--- src/rtl/pll_lock_rst_ctrl.sv ---
// pll_lock_rst_ctrl
//   Reset/lock handshake controller for the board PLL. Runs on the free-running
//   reference clock (the PLL clkin1 net), pulses the PLL reset after power-up,
//   waits for a stable synchronised lock, then releases the downstream reset.
//   Lock timeouts re-reset the PLL up to MAX_RETRY times before latching FAIL;
//   loss of lock while running re-resets without consuming a retry.
//
// Ports
//   clk        in   reference clock (same net as PLL clkin1)
//   rst_n      in   asynchronous active-low reset
//   pll_lock   in   PLL lock, asynchronous to clk
//   restart    in   single-cycle pulse, leaves FAIL with retries cleared
//   pll_rst    out  active-high PLL reset
//   sys_rst_n  out  active-low reset for PLL-clocked logic, high only in RUN
//   lock_lost  out  one-cycle pulse when lock drops in RUN
//   fail       out  high in FAIL
//   retry_cnt  out  timeout retries used in the current sequence
//   state      out  debug state: RESET=0 WAIT_LOCK=1 STABLE=2 RUN=3 FAIL=4
module pll_lock_rst_ctrl #(
    parameter int unsigned RST_PULSE_CYCLES    = 16,
    parameter int unsigned LOCK_TIMEOUT_CYCLES = 500000,
    parameter int unsigned LOCK_STABLE_CYCLES  = 256,
    parameter int unsigned MAX_RETRY           = 3
) (
    input  logic       clk,
    input  logic       rst_n,
    input  logic       pll_lock,
    input  logic       restart,
    output logic       pll_rst,
    output logic       sys_rst_n,
    output logic       lock_lost,
    output logic       fail,
    output logic [3:0] retry_cnt,
    output logic [2:0] state
);

    localparam int unsigned RW = (RST_PULSE_CYCLES    > 1) ? $clog2(RST_PULSE_CYCLES)    : 1;
    localparam int unsigned TW = (LOCK_TIMEOUT_CYCLES > 1) ? $clog2(LOCK_TIMEOUT_CYCLES) : 1;
    localparam int unsigned SW = (LOCK_STABLE_CYCLES  > 1) ? $clog2(LOCK_STABLE_CYCLES)  : 1;

    localparam logic [RW-1:0] RST_LAST = RW'(RST_PULSE_CYCLES - 1);
    localparam logic [TW-1:0] TO_LAST  = TW'(LOCK_TIMEOUT_CYCLES - 1);
    localparam logic [SW-1:0] ST_LAST  = SW'(LOCK_STABLE_CYCLES - 1);
    localparam logic [3:0]    RETRY_MAX = 4'(MAX_RETRY);

    typedef enum logic [2:0] {
        S_RESET     = 3'd0,
        S_WAIT_LOCK = 3'd1,
        S_STABLE    = 3'd2,
        S_RUN       = 3'd3,
        S_FAIL      = 3'd4
    } state_t;

    state_t        r_state;
    state_t        w_next;
    logic          r_sync1;
    logic          r_lock_s;
    logic [RW-1:0] r_rst_cnt;
    logic [TW-1:0] r_to_cnt;
    logic [SW-1:0] r_st_cnt;
    logic [3:0]    r_retry;
    logic [3:0]    w_retry_nxt;
    logic          r_pll_rst;
    logic          r_sys_rst_n;
    logic          r_lock_lost;
    logic          r_fail;
    logic          w_pll_rst;
    logic          w_sys_rst_n;
    logic          w_lock_lost;
    logic          w_fail;
    logic          w_rst_done;
    logic          w_timeout;
    logic          w_stable_done;

    assign w_rst_done    = (r_rst_cnt == RST_LAST);
    // >= guards the saturated case where lock arrives on the last budget cycle
    assign w_timeout     = (r_to_cnt >= TO_LAST);
    assign w_stable_done = (r_st_cnt >= ST_LAST);

    // State, synchroniser, counters and registered outputs
    always_ff @(posedge clk or negedge rst_n) begin
        if (!rst_n) begin
            r_state     <= S_RESET;
            r_sync1     <= 1'b0;
            r_lock_s    <= 1'b0;
            r_rst_cnt   <= '0;
            r_to_cnt    <= '0;
            r_st_cnt    <= '0;
            r_retry     <= '0;
            r_pll_rst   <= 1'b1;
            r_sys_rst_n <= 1'b0;
            r_lock_lost <= 1'b0;
            r_fail      <= 1'b0;
        end else begin
            r_sync1     <= pll_lock;
            r_lock_s    <= r_sync1;
            r_state     <= w_next;
            r_retry     <= w_retry_nxt;
            r_pll_rst   <= w_pll_rst;
            r_sys_rst_n <= w_sys_rst_n;
            r_lock_lost <= w_lock_lost;
            r_fail      <= w_fail;

            if (r_state == S_RESET && w_next == S_RESET) begin
                r_rst_cnt <= r_rst_cnt + 1'b1;
            end else begin
                r_rst_cnt <= '0;
            end

            // The budget spans WAIT_LOCK and STABLE together, so a lock glitch
            // that bounces back to WAIT_LOCK does not restart it.
            if (r_state == S_WAIT_LOCK || r_state == S_STABLE) begin
                if (r_to_cnt != '1) begin
                    r_to_cnt <= r_to_cnt + 1'b1;
                end
            end else begin
                r_to_cnt <= '0;
            end

            if (r_state == S_STABLE && w_next == S_STABLE && r_lock_s) begin
                if (r_st_cnt != '1) begin
                    r_st_cnt <= r_st_cnt + 1'b1;
                end
            end else begin
                r_st_cnt <= '0;
            end
        end
    end

    // Next state and retry count
    always_comb begin
        w_next      = r_state;
        w_retry_nxt = r_retry;
        case (r_state)
            S_RESET: begin
                if (w_rst_done) begin
                    w_next = S_WAIT_LOCK;
                end
            end
            S_WAIT_LOCK: begin
                if (r_lock_s) begin
                    w_next = S_STABLE;
                end else if (w_timeout) begin
                    if (r_retry >= RETRY_MAX) begin
                        w_next = S_FAIL;
                    end else begin
                        w_next      = S_RESET;
                        w_retry_nxt = r_retry + 1'b1;
                    end
                end
            end
            S_STABLE: begin
                if (w_timeout) begin
                    if (r_retry >= RETRY_MAX) begin
                        w_next = S_FAIL;
                    end else begin
                        w_next      = S_RESET;
                        w_retry_nxt = r_retry + 1'b1;
                    end
                end else if (!r_lock_s) begin
                    w_next = S_WAIT_LOCK;
                end else if (w_stable_done) begin
                    w_next = S_RUN;
                end
            end
            S_RUN: begin
                if (!r_lock_s) begin
                    w_next = S_RESET;
                end
            end
            S_FAIL: begin
                if (restart) begin
                    w_next      = S_RESET;
                    w_retry_nxt = '0;
                end
            end
            default: begin
                w_next      = S_RESET;
                w_retry_nxt = '0;
            end
        endcase
        if (w_next == S_RUN) begin
            w_retry_nxt = '0;
        end
    end

    // Outputs decoded from the next state so they register alongside it
    always_comb begin
        w_pll_rst   = (w_next == S_RESET) || (w_next == S_FAIL);
        w_sys_rst_n = (w_next == S_RUN);
        w_fail      = (w_next == S_FAIL);
        w_lock_lost = (r_state == S_RUN) && (w_next == S_RESET);
    end

    assign pll_rst   = r_pll_rst;
    assign sys_rst_n = r_sys_rst_n;
    assign lock_lost = r_lock_lost;
    assign fail      = r_fail;
    assign retry_cnt = r_retry;
    assign state     = r_state;

endmodule

--- config.mk ---
export PLATFORM = sky130hd
export DESIGN_NAME = pll_lock_rst_ctrl
export DESIGN_NICKNAME = d
export VERILOG_FILES = /design/src/rtl/pll_lock_rst_ctrl.sv
export SDC_FILE = /design/constraint.sdc
export NUM_CORES = 1
export LEC_CHECK = 0
export CORE_ASPECT_RATIO = 1.2
export CORE_MARGIN = 3
export CORE_UTILIZATION = 45
export CTS_CLUSTER_SIZE = 28
export DETAILED_ROUTE_END_ITERATION = 6
export SYNTH_ARGS = -nofsm -noshare
export SYNTH_HDL_FRONTEND = slang
export SYNTH_SLANG_ARGS = --single-unit
--- constraint.sdc ---
create_clock -name clk -period 2.6 [get_ports clk]
set_clock_uncertainty 0.05 [all_clocks]
set_input_delay 0.52 -clock clk [delete_from_list [all_inputs] [get_ports clk]]
set_output_delay 0.52 -clock clk [all_outputs]
set_load 0.01 [all_outputs]
==> results of run 1 <==
[state kept, by name (all words and copies together), names as in the netlist, 3 cells and up]
name       flops
r_rst_cnt      4
state          3
r_st_cnt       8
retry_cnt      4
r_to_cnt      19
[synth_stat cells, drive strengths merged, types with 4 or more instances]
master / instances
nor2: 36
nand3: 11
dfrtp: 43
xnor2: 10
nor4: 6
o21a: 4
nor3b: 4
nor3: 13
clkbuf: 5
nand2b: 8
nand4: 4
a21oi: 7
o21ai: 5
xor2: 6
nand2: 17
ha: 4
[power groups by stage]
stage | Clock (mW) | Sequential, mW | Combinational [mW]
3_3_place_gp | 0 | 0.814 | 0.385
5_1_grt | 0.564 | 0.814 | 0.438
4_1_cts | 0.532 | 0.803 | 0.397
3_5_place_dp | 0 | 0.816 | 0.394
2_1_floorplan | 0 | 0.801 | 0.251
6_report | 0.514 | 0.803 | 0.390
[through the flow]
step / utilization (%) / std cells
2_1_floorplan: - / 231
3_3_place_gp: 53.1 / 304
3_5_place_dp: 53.1 / 304
4_1_cts: 55.3 / 312
5_1_grt: 55.3 / 312
6_report: 55.3 / 312
[worst paths after layout]
path | startpoint | end | slack (ns)
worst max register to register | r_to_cnt[0]$_DFFE_PN0P_ | r_st_cnt[1]$_DFFE_PN0P_ | 0.42
worst min-delay path | rst_n | r_st_cnt[4]$_DFFE_PN0P_ | 0.04
worst min register to register | r_sync1$_DFF_PN0_ | r_lock_s$_DFF_PN0_ | 0.30
max in group asynchronous | rst_n | pll_rst$_DFF_PN1_ | 1.88
worst max-delay path | r_to_cnt[0]$_DFFE_PN0P_ | r_st_cnt[1]$_DFFE_PN0P_ | 0.42
min in group clk | r_sync1$_DFF_PN0_ | r_lock_s$_DFF_PN0_ | 0.30
[per-layer routing]
metal / vias up / part of all wire, % / track usage (%)
met2: 24 / 50 / 29.2
met3: 10 / 2.2 / 3.71
li1: 890 / - / -
met1: 892 / 45 / 21.2
met5: - / 0 / 0
met4: 0 / 2.3 / 7.18
[worst max-delay path: cells and delay by family (launching register included)]
kind / cells / cell delay, ns
AOI/OAI and AO/OA: 2 / 0.80
adders and majority gates: 1 / 0.24
and+or+nand+nor: 3 / 0.59
DFF: 1 / 0.42
[cells by family (layout without fill, tap and decap cells)]
| logic type | Yosys count | in the layout |
|---|---|---|
| AOI/OAI and AO/OA | 42 | 42 |
| xor gates and xnor gates | 16 | 16 |
| adders and majority gates | 4 | 4 |
| buffers and inverters | 8 | 31 |
| DFF | 44 | 44 |
| muxes | 2 | 2 |
| and+or+nand+nor | 115 | 115 |
[layout make-up]
class | instances | area [um^2]
clock inverter | 1 | 30.0
timing repair buffer | 21 | 188
sequential | 44 | 1100
tap | 58 | 72.6
clock buffer | 7 | 76.3
fill | 435 | 2130
inverter | 2 | 7.51
multi-input combinational | 179 | 1160
==> impl_metrics.prom, run 1 <==
# TYPE chip_impl_metric gauge
chip_impl_info{name="outcome",value="completed"} 1
chip_impl_metric{name="synthDominantCellAreaShare",unit="%"} 46.8
chip_impl_metric{name="synth_fp_nets",unit=""} 239
chip_impl_metric{name="switching_share",unit="%"} 29.9
chip_impl_metric{name="ir_drop",unit="mV"} 0.296
chip_impl_metric{name="final_period_minus_worst_setup_slack",unit="ns"} 2.18
chip_impl_metric{name="static-leakage-power",unit="nW"} 1.04
chip_impl_info{name="critical_path.endpoint_type",value="register"} 1
chip_impl_metric{name="pwr-share-comb",unit="%"} 22.8
chip_impl_metric{name="postCtsResizedCells",unit=""} 0
chip_impl_metric{name="hold_violations",unit=""} 0
chip_impl_metric{name="clkLatencyLatePin",unit="ns"} 0.29
chip_impl_metric{name="sequentialPowerShare",unit="%"} 47.1
chip_impl_metric{name="detailedPlace.worstSlack",unit="ns"} 0.394
chip_impl_info{name="tritoncts",value="done"} 1
chip_impl_metric{name="gp_congestion",unit=""} 0.792
chip_impl_metric{name="max_freq",unit="MHz"} 458
chip_impl_metric{name="dr_total_vias",unit=""} 1816
chip_impl_metric{name="post_cts.repair.setup_buffers",unit=""} 0
chip_impl_metric{name="clock_tree.htree_level_count",unit=""} 2
chip_impl_metric{name="cts_max_path_bufs",unit=""} 2
chip_impl_info{name="synth_ff_type",value="dfrtp_1"} 1
chip_impl_metric{name="initial_utilization",unit="%"} 48.3
chip_impl_metric{name="post_route_setup_tns",unit="ns"} 0
chip_impl_metric{name="slew_headroom",unit="%"} 62.1
chip_impl_metric{name="final.hold.worst_slack",unit="ns"} 0.0373
chip_impl_metric{name="netlist_instances",unit=""} 231
chip_impl_info{name="hold_path.class",value="in2async"} 1
chip_impl_metric{name="grt_start_max_net_pins",unit=""} 20
chip_impl_metric{name="period_share",unit="%"} 83.9
chip_impl_metric{name="total_power",unit="mW"} 1.71
chip_impl_info{name="main_combinational_cell_family_by_area_after_synthesis",value="simple AND/OR/NAND/NOR gates"} 1
chip_impl_metric{name="synth-simple-area-share",unit="%"} 26.9
chip_impl_metric{name="cts_made_buffers",unit=""} 5
chip_impl_info{name="critPathSlowestCell",value="a221oi_4"} 1
chip_impl_info{name="netlist_top_cells_area",value="dfrtp_1, nor2_1, xnor2_1"} 1
chip_impl_metric{name="tightestPinTransition",unit="ns"} 0.564
chip_impl_metric{name="crit_path_max_fanout",unit=""} 9
chip_impl_metric{name="drt-vias-per-instance",unit=""} 5.82
chip_impl_metric{name="floorplan.rows",unit=""} 27
chip_impl_metric{name="floorplan.die.width",unit="um"} 71.2
chip_impl_metric{name="synth_sequential_area_ratio",unit="%"} 48.0
chip_impl_metric{name="power.net_switching",unit="mW"} 0.511
chip_impl_metric{name="synthArstFlopShare",unit="%"} 100
chip_impl_metric{name="number_of_enable_flip_flop_cells_after_synthesis",unit=""} 0
chip_impl_metric{name="finish.net_count",unit=""} 261
chip_impl_metric{name="n_antenna_cell",unit=""} 0
chip_impl_info{name="post-synth-top-area-cell",value="dfrtp_1"} 1
chip_impl_metric{name="slew_violations",unit=""} 0
chip_impl_metric{name="cts.hold.buffers_added",unit=""} 0
chip_impl_metric{name="post_synthesis_mean_instance_area",unit="um^2"} 9.95
chip_impl_metric{name="core_area",unit="mm^2"} 0.00476
chip_impl_metric{name="post-route-worst-setup-slack",unit="ns"} 0.418
chip_impl_metric{name="grt_pass1_wl",unit="mm"} 8.45
chip_impl_metric{name="postRouteAntennaNets",unit=""} 0
chip_impl_metric{name="grt_pass1_vias",unit=""} 1797
chip_impl_info{name="rsz0062_at_grt",value="no"} 1
chip_impl_info{name="commonest_cells_after_routing_fill_and_taps_aside",value="dfrtp_1, nor2_1, nand2_1"} 1
chip_impl_metric{name="die_area",unit="mm^2"} 0.00600
chip_impl_info{name="cp-start-kind",value="register"} 1
chip_impl_metric{name="synthXorXnorAreaFrac",unit="%"} 6.10
chip_impl_metric{name="place_area",unit="mm^2"} 0.00253
chip_impl_metric{name="timing.reg2reg.worst_path_depth",unit=""} 6
chip_impl_metric{name="postLayoutCellArea",unit="mm^2"} 0.00264
chip_impl_metric{name="wl_per_cell",unit="um"} 15.3
chip_impl_metric{name="maxCapViolations",unit=""} 0
chip_impl_info{name="leading_cell_type_in_the_layout_fill_and_taps_excluded",value="dfrtp_1"} 1
chip_impl_info{name="cts_root_buf",value="clkbuf_8"} 1
chip_impl_info{name="crit_chain",value="ha_1 > and4_4 > a41o_2 > a221oi_4 > nor2_4 > nor4b_2"} 1
chip_impl_metric{name="clkSinkCount",unit=""} 44
chip_impl_metric{name="chipHeight",unit="um"} 84.3
chip_impl_metric{name="ys.warnings.count",unit=""} 0
chip_impl_metric{name="power.density_cell_area",unit="mW/mm^2"} 647
chip_impl_metric{name="sum_of_net_half_perimeters_after_detailed_placement",unit="mm"} 3.45
chip_impl_metric{name="p_int",unit="mW"} 1.20
chip_impl_metric{name="timing.critical_path.arrival",unit="ns"} 2.34
chip_impl_metric{name="synth-compound-area-share",unit="%"} 14.4
chip_impl_metric{name="setup_viol",unit=""} 0
chip_impl_metric{name="synth_seq_cells",unit=""} 44
chip_impl_metric{name="totalWireLength",unit="mm"} 4.78
chip_impl_metric{name="timing.critical_path.slowest_cell_delay",unit="ns"} 0.52
chip_impl_metric{name="post_synth_num_cell_types",unit=""} 55
chip_impl_metric{name="io_count",unit=""} 15
chip_impl_metric{name="area.growth.synth_to_final",unit="%"} 14.7
chip_impl_metric{name="drt_iter0_drc",unit=""} 98
chip_impl_metric{name="drt_pre_antenna_iters",unit=""} 4
chip_impl_metric{name="portbufs",unit=""} 14
chip_impl_metric{name="synth.cell_area",unit="mm^2"} 0.00230
chip_impl_metric{name="clkTransAtPathRegs",unit="ns"} 0.08
chip_impl_metric{name="antenna_found_initial",unit=""} 0
chip_impl_metric{name="globalRoute.totalOverflow",unit=""} 0
chip_impl_metric{name="critical_path_required",unit="ns"} 2.76
chip_impl_metric{name="synth-adder-area-share",unit="%"} 2.18
chip_impl_metric{name="post-route-drc-count",unit=""} 0
chip_impl_metric{name="drive_gt1_share",unit="%"} 11.4
chip_impl_metric{name="groute.usage.overall",unit="%"} 17.3
chip_impl_metric{name="p_clk_share",unit="%"} 30.1
chip_impl_info{name="critical_path_class",value="reg2reg"} 1
chip_impl_metric{name="synth_mux_area_share",unit="%"} 0.871
(Power assumes the default switching activity.)
==> inputs of run 2 (changes only) <==
Clock period 2.6 ns to 2.1 ns, I/O delays scaled along.
==> run 2 against run 1 <==
Effect of this change:
- clock-buffer cell count is 1 lower
- cell count is 3.8% higher
- die area stayed put
- critical path depth is 1 higher
- clock power is 7.6% higher
- sequential power is 23% higher
- critical path type unchanged
- power is 22% higher
- routed wire length is 0.65% higher
- register-to-register slack worse by 0.34 ns
- worst setup slack worse by 0.34 ns
- first-iteration DRC count is 8.2% lower
- worst hold slack better by 0.0059 ns
==> impl_metrics.prom, run 2 (same netlist as run 1, synthesis figures left out) <==
# TYPE chip_impl_metric gauge
chip_impl_metric{name="timing.critical_path.arrival",unit="ns"} 2.21
chip_impl_metric{name="grt_pass1_wl",unit="mm"} 8.52
chip_impl_metric{name="n_antenna_cell",unit=""} 0
chip_impl_metric{name="globalRouteMet1Util",unit="%"} 21.7
chip_impl_metric{name="drive_gt1_share",unit="%"} 17.3
chip_impl_metric{name="drt-vias-per-instance",unit=""} 5.60
chip_impl_info{name="largest_reg_by_ff_count",value="r_to_cnt"} 1
chip_impl_metric{name="final_period_minus_worst_setup_slack",unit="ns"} 2.03
chip_impl_metric{name="gp_congestion",unit=""} 0.791
chip_impl_info{name="crit_chain",value="ha_4 > and4_4 > a41o_4 > a221oi_4 > buf_12 > or4b_1 > a21oi_2"} 1
chip_impl_info{name="critPathSlowestCell",value="or4b_1"} 1
chip_impl_metric{name="setup_viol",unit=""} 0
chip_impl_info{name="global_route.peak_usage_layer",value="met2"} 1
chip_impl_metric{name="clkSinkCount",unit=""} 44
chip_impl_metric{name="use_met2",unit="%"} 29.9
chip_impl_info{name="cts_root_buf",value="clkbuf_8"} 1
chip_impl_metric{name="dr_total_vias",unit=""} 1814
chip_impl_info{name="regToRegEndpoint",value="retry_cnt[0]$_DFFE_PN0P_"} 1
chip_impl_metric{name="initial_utilization",unit="%"} 48.3
chip_impl_metric{name="drt_pre_antenna_iters",unit=""} 4
chip_impl_metric{name="post_layout_nonfiller_instances",unit=""} 324
chip_impl_info{name="critical_path.endpoint_type",value="register"} 1
chip_impl_metric{name="finish.net_count",unit=""} 273
chip_impl_metric{name="post_route_setup_tns",unit="ns"} 0
chip_impl_metric{name="antenna_found_initial",unit=""} 0
chip_impl_metric{name="maxCapViolations",unit=""} 0
chip_impl_metric{name="timing.critical_path.slowest_cell_delay",unit="ns"} 0.52
chip_impl_metric{name="post-route-drc-count",unit=""} 0
chip_impl_metric{name="detailedPlace.worstSlack",unit="ns"} -0.0794
chip_impl_metric{name="die_area",unit="mm^2"} 0.00600
chip_impl_metric{name="portbufs",unit=""} 14
chip_impl_info{name="crit_path_start",value="r_to_cnt[0]$_DFFE_PN0P_"} 1
chip_impl_info{name="hold_path.class",value="in2async"} 1
chip_impl_metric{name="max_freq",unit="MHz"} 494
chip_impl_info{name="tritoncts",value="done"} 1
chip_impl_metric{name="total_power",unit="mW"} 2.07
chip_impl_info{name="cp-start-kind",value="register"} 1
chip_impl_metric{name="drt_iter0_drc",unit=""} 90
chip_impl_metric{name="globalRoute.totalOverflow",unit=""} 0
chip_impl_info{name="critical_path_class",value="reg2reg"} 1
chip_impl_metric{name="postLayoutCellArea",unit="mm^2"} 0.00277
chip_impl_info{name="commonest_cells_after_routing_fill_and_taps_aside",value="dfrtp_1, nor2_1, nand2_1, buf_4, clkdlybuf4s50_1"} 1
chip_impl_metric{name="static-leakage-power",unit="nW"} 1.11
chip_impl_metric{name="hold_violations",unit=""} 0
chip_impl_metric{name="floorplan.die.width",unit="um"} 71.2
chip_impl_metric{name="sum_of_net_half_perimeters_after_detailed_placement",unit="mm"} 3.49
chip_impl_metric{name="timing.reg2reg.worst_path_depth",unit=""} 7
chip_impl_metric{name="critical_path_required",unit="ns"} 2.28
chip_impl_metric{name="totalWireLength",unit="mm"} 4.81
chip_impl_info{name="worst_reg2reg_path_startpoint",value="r_to_cnt[0]$_DFFE_PN0P_"} 1
chip_impl_metric{name="floorplan.rows",unit=""} 27
chip_impl_metric{name="crit_path_max_fanout",unit=""} 9
chip_impl_metric{name="ir_drop",unit="mV"} 0.384
chip_impl_metric{name="slew_headroom",unit="%"} 64.7
chip_impl_metric{name="cts_max_path_bufs",unit=""} 2
chip_impl_info{name="leading_cell_type_in_the_layout_fill_and_taps_excluded",value="dfrtp_1"} 1
chip_impl_metric{name="placedCellCount",unit=""} 315
chip_impl_metric{name="chipHeight",unit="um"} 84.3
chip_impl_metric{name="largest_reg_flops",unit=""} 19
chip_impl_metric{name="tightestPinTransition",unit="ns"} 0.529
chip_impl_metric{name="clock_tree.htree_level_count",unit=""} 2
chip_impl_metric{name="area.growth.synth_to_final",unit="%"} 20.4
chip_impl_info{name="outcome",value="completed"} 1
chip_impl_metric{name="place_area",unit="mm^2"} 0.00263
chip_impl_metric{name="post-route-worst-setup-slack",unit="ns"} 0.0737
chip_impl_metric{name="grtUsageMet3",unit="%"} 3.95
chip_impl_info{name="largestRegisters",value="r_to_cnt (19), r_st_cnt (8)"} 1
chip_impl_metric{name="grt_start_max_net_pins",unit=""} 24
chip_impl_metric{name="io_count",unit=""} 15
chip_impl_metric{name="slew_violations",unit=""} 0
chip_impl_metric{name="clkTransAtPathRegs",unit="ns"} 0.08
chip_impl_metric{name="cts_made_buffers",unit=""} 5
chip_impl_metric{name="groute.usage.overall",unit="%"} 17.7
chip_impl_metric{name="wl_per_cell",unit="um"} 14.8
chip_impl_metric{name="grt_pass1_vias",unit=""} 1821
chip_impl_metric{name="clkLatencyLatePin",unit="ns"} 0.29
chip_impl_metric{name="power.density_cell_area",unit="mW/mm^2"} 750
chip_impl_metric{name="postRouteAntennaNets",unit=""} 0
chip_impl_metric{name="core_area",unit="mm^2"} 0.00476
chip_impl_metric{name="period_share",unit="%"} 96.5
chip_impl_info{name="endpoint",value="retry_cnt[0]$_DFFE_PN0P_"} 1
chip_impl_metric{name="reg2reg_setup_slack",unit="ns"} 0.07
run 2: changes by cell type in the layout (fill, tap and decap cells not counted), moves of 2 or more:
| cell | previous run | this run |
|---|---|---|
| buf_4 | 7 | 17 |
| a21oi_1 | 7 | 5 |
| a21oi_2 | 0 | 2 |
| buf_12 | 0 | 2 |
| clkbuf_1 | 2 | 0 |
| clkinv_2 | 0 | 2 |
run 2: worst min path at each step:
| stage | cells after the start | from | endpoint | slack, ns |
|---|---|---|---|---|
| final | 1 | rst_n | r_rst_cnt[3]$_DFF_PN0_ | 0.04 |
| after global routing | 1 | rst_n | r_st_cnt[0]$_DFFE_PN0P_ | 0.07 |
| after floorplan | 0 | rst_n | fail$_DFF_PN0_ | 0.07 |
| after global placement | 0 | r_sync1$_DFF_PN0_ | r_lock_s$_DFF_PN0_ | 0.28 |
| after CTS | 1 | rst_n | r_st_cnt[0]$_DFFE_PN0P_ | 0.06 |
| after detailed placement | 0 | r_sync1$_DFF_PN0_ | r_lock_s$_DFF_PN0_ | 0.28 |
run 2: per-layer routing:
layer	routed length, um	part of all wire [%]
met1	2130	44
met2	2480	52
met3	123	2.6
met4	82	1.7
met5	0	0
run 2: what timing repair did:
| item | in CTS | in global routing |
|---|---|---|
| setup endpoints to repair | 14 | 9 |
| pin swaps | 1 | 1 |
| resized for setup | 0 | 5 |
| hold buffers | 0 | 0 |
| setup buffers | 1 | 0 |
run 2: worst max-delay path: cells and delay by family (launching register included):
kind / cells / cell delay (ns)
compound gates: 3 / 0.43
flops: 1 / 0.40
simple gates: 2 / 0.77
buf+inv: 1 / 0.16
fa+ha+maj: 1 / 0.16
run 2: where the power goes:
part	internal [mW]	switching [mW]	total, mW
clock	0.263	0.290	0.553
combinational	0.242	0.295	0.537
sequential	0.920	0.0645	0.985
run 2: cell type report:
type / count / area, um^2
fillers: 425 / 2000
multi-input cells: 179 / 1190
flip-flops and latches: 44 / 1100
repair buffers: 33 / 303
clock buffers: 6 / 82.6
well taps: 58 / 72.6
clock inverters: 2 / 10.0
inverters: 2 / 7.51
run 2: per-stage QoR:
step           utilization [%]  hold WS [ns]
3_3_place_gp              55.1         0.284
6_report                  58.1        0.0432
4_1_cts                   57.5        0.0590
2_1_floorplan                -        0.0744
3_5_place_dp              55.1         0.285
5_1_grt                   58.1        0.0693
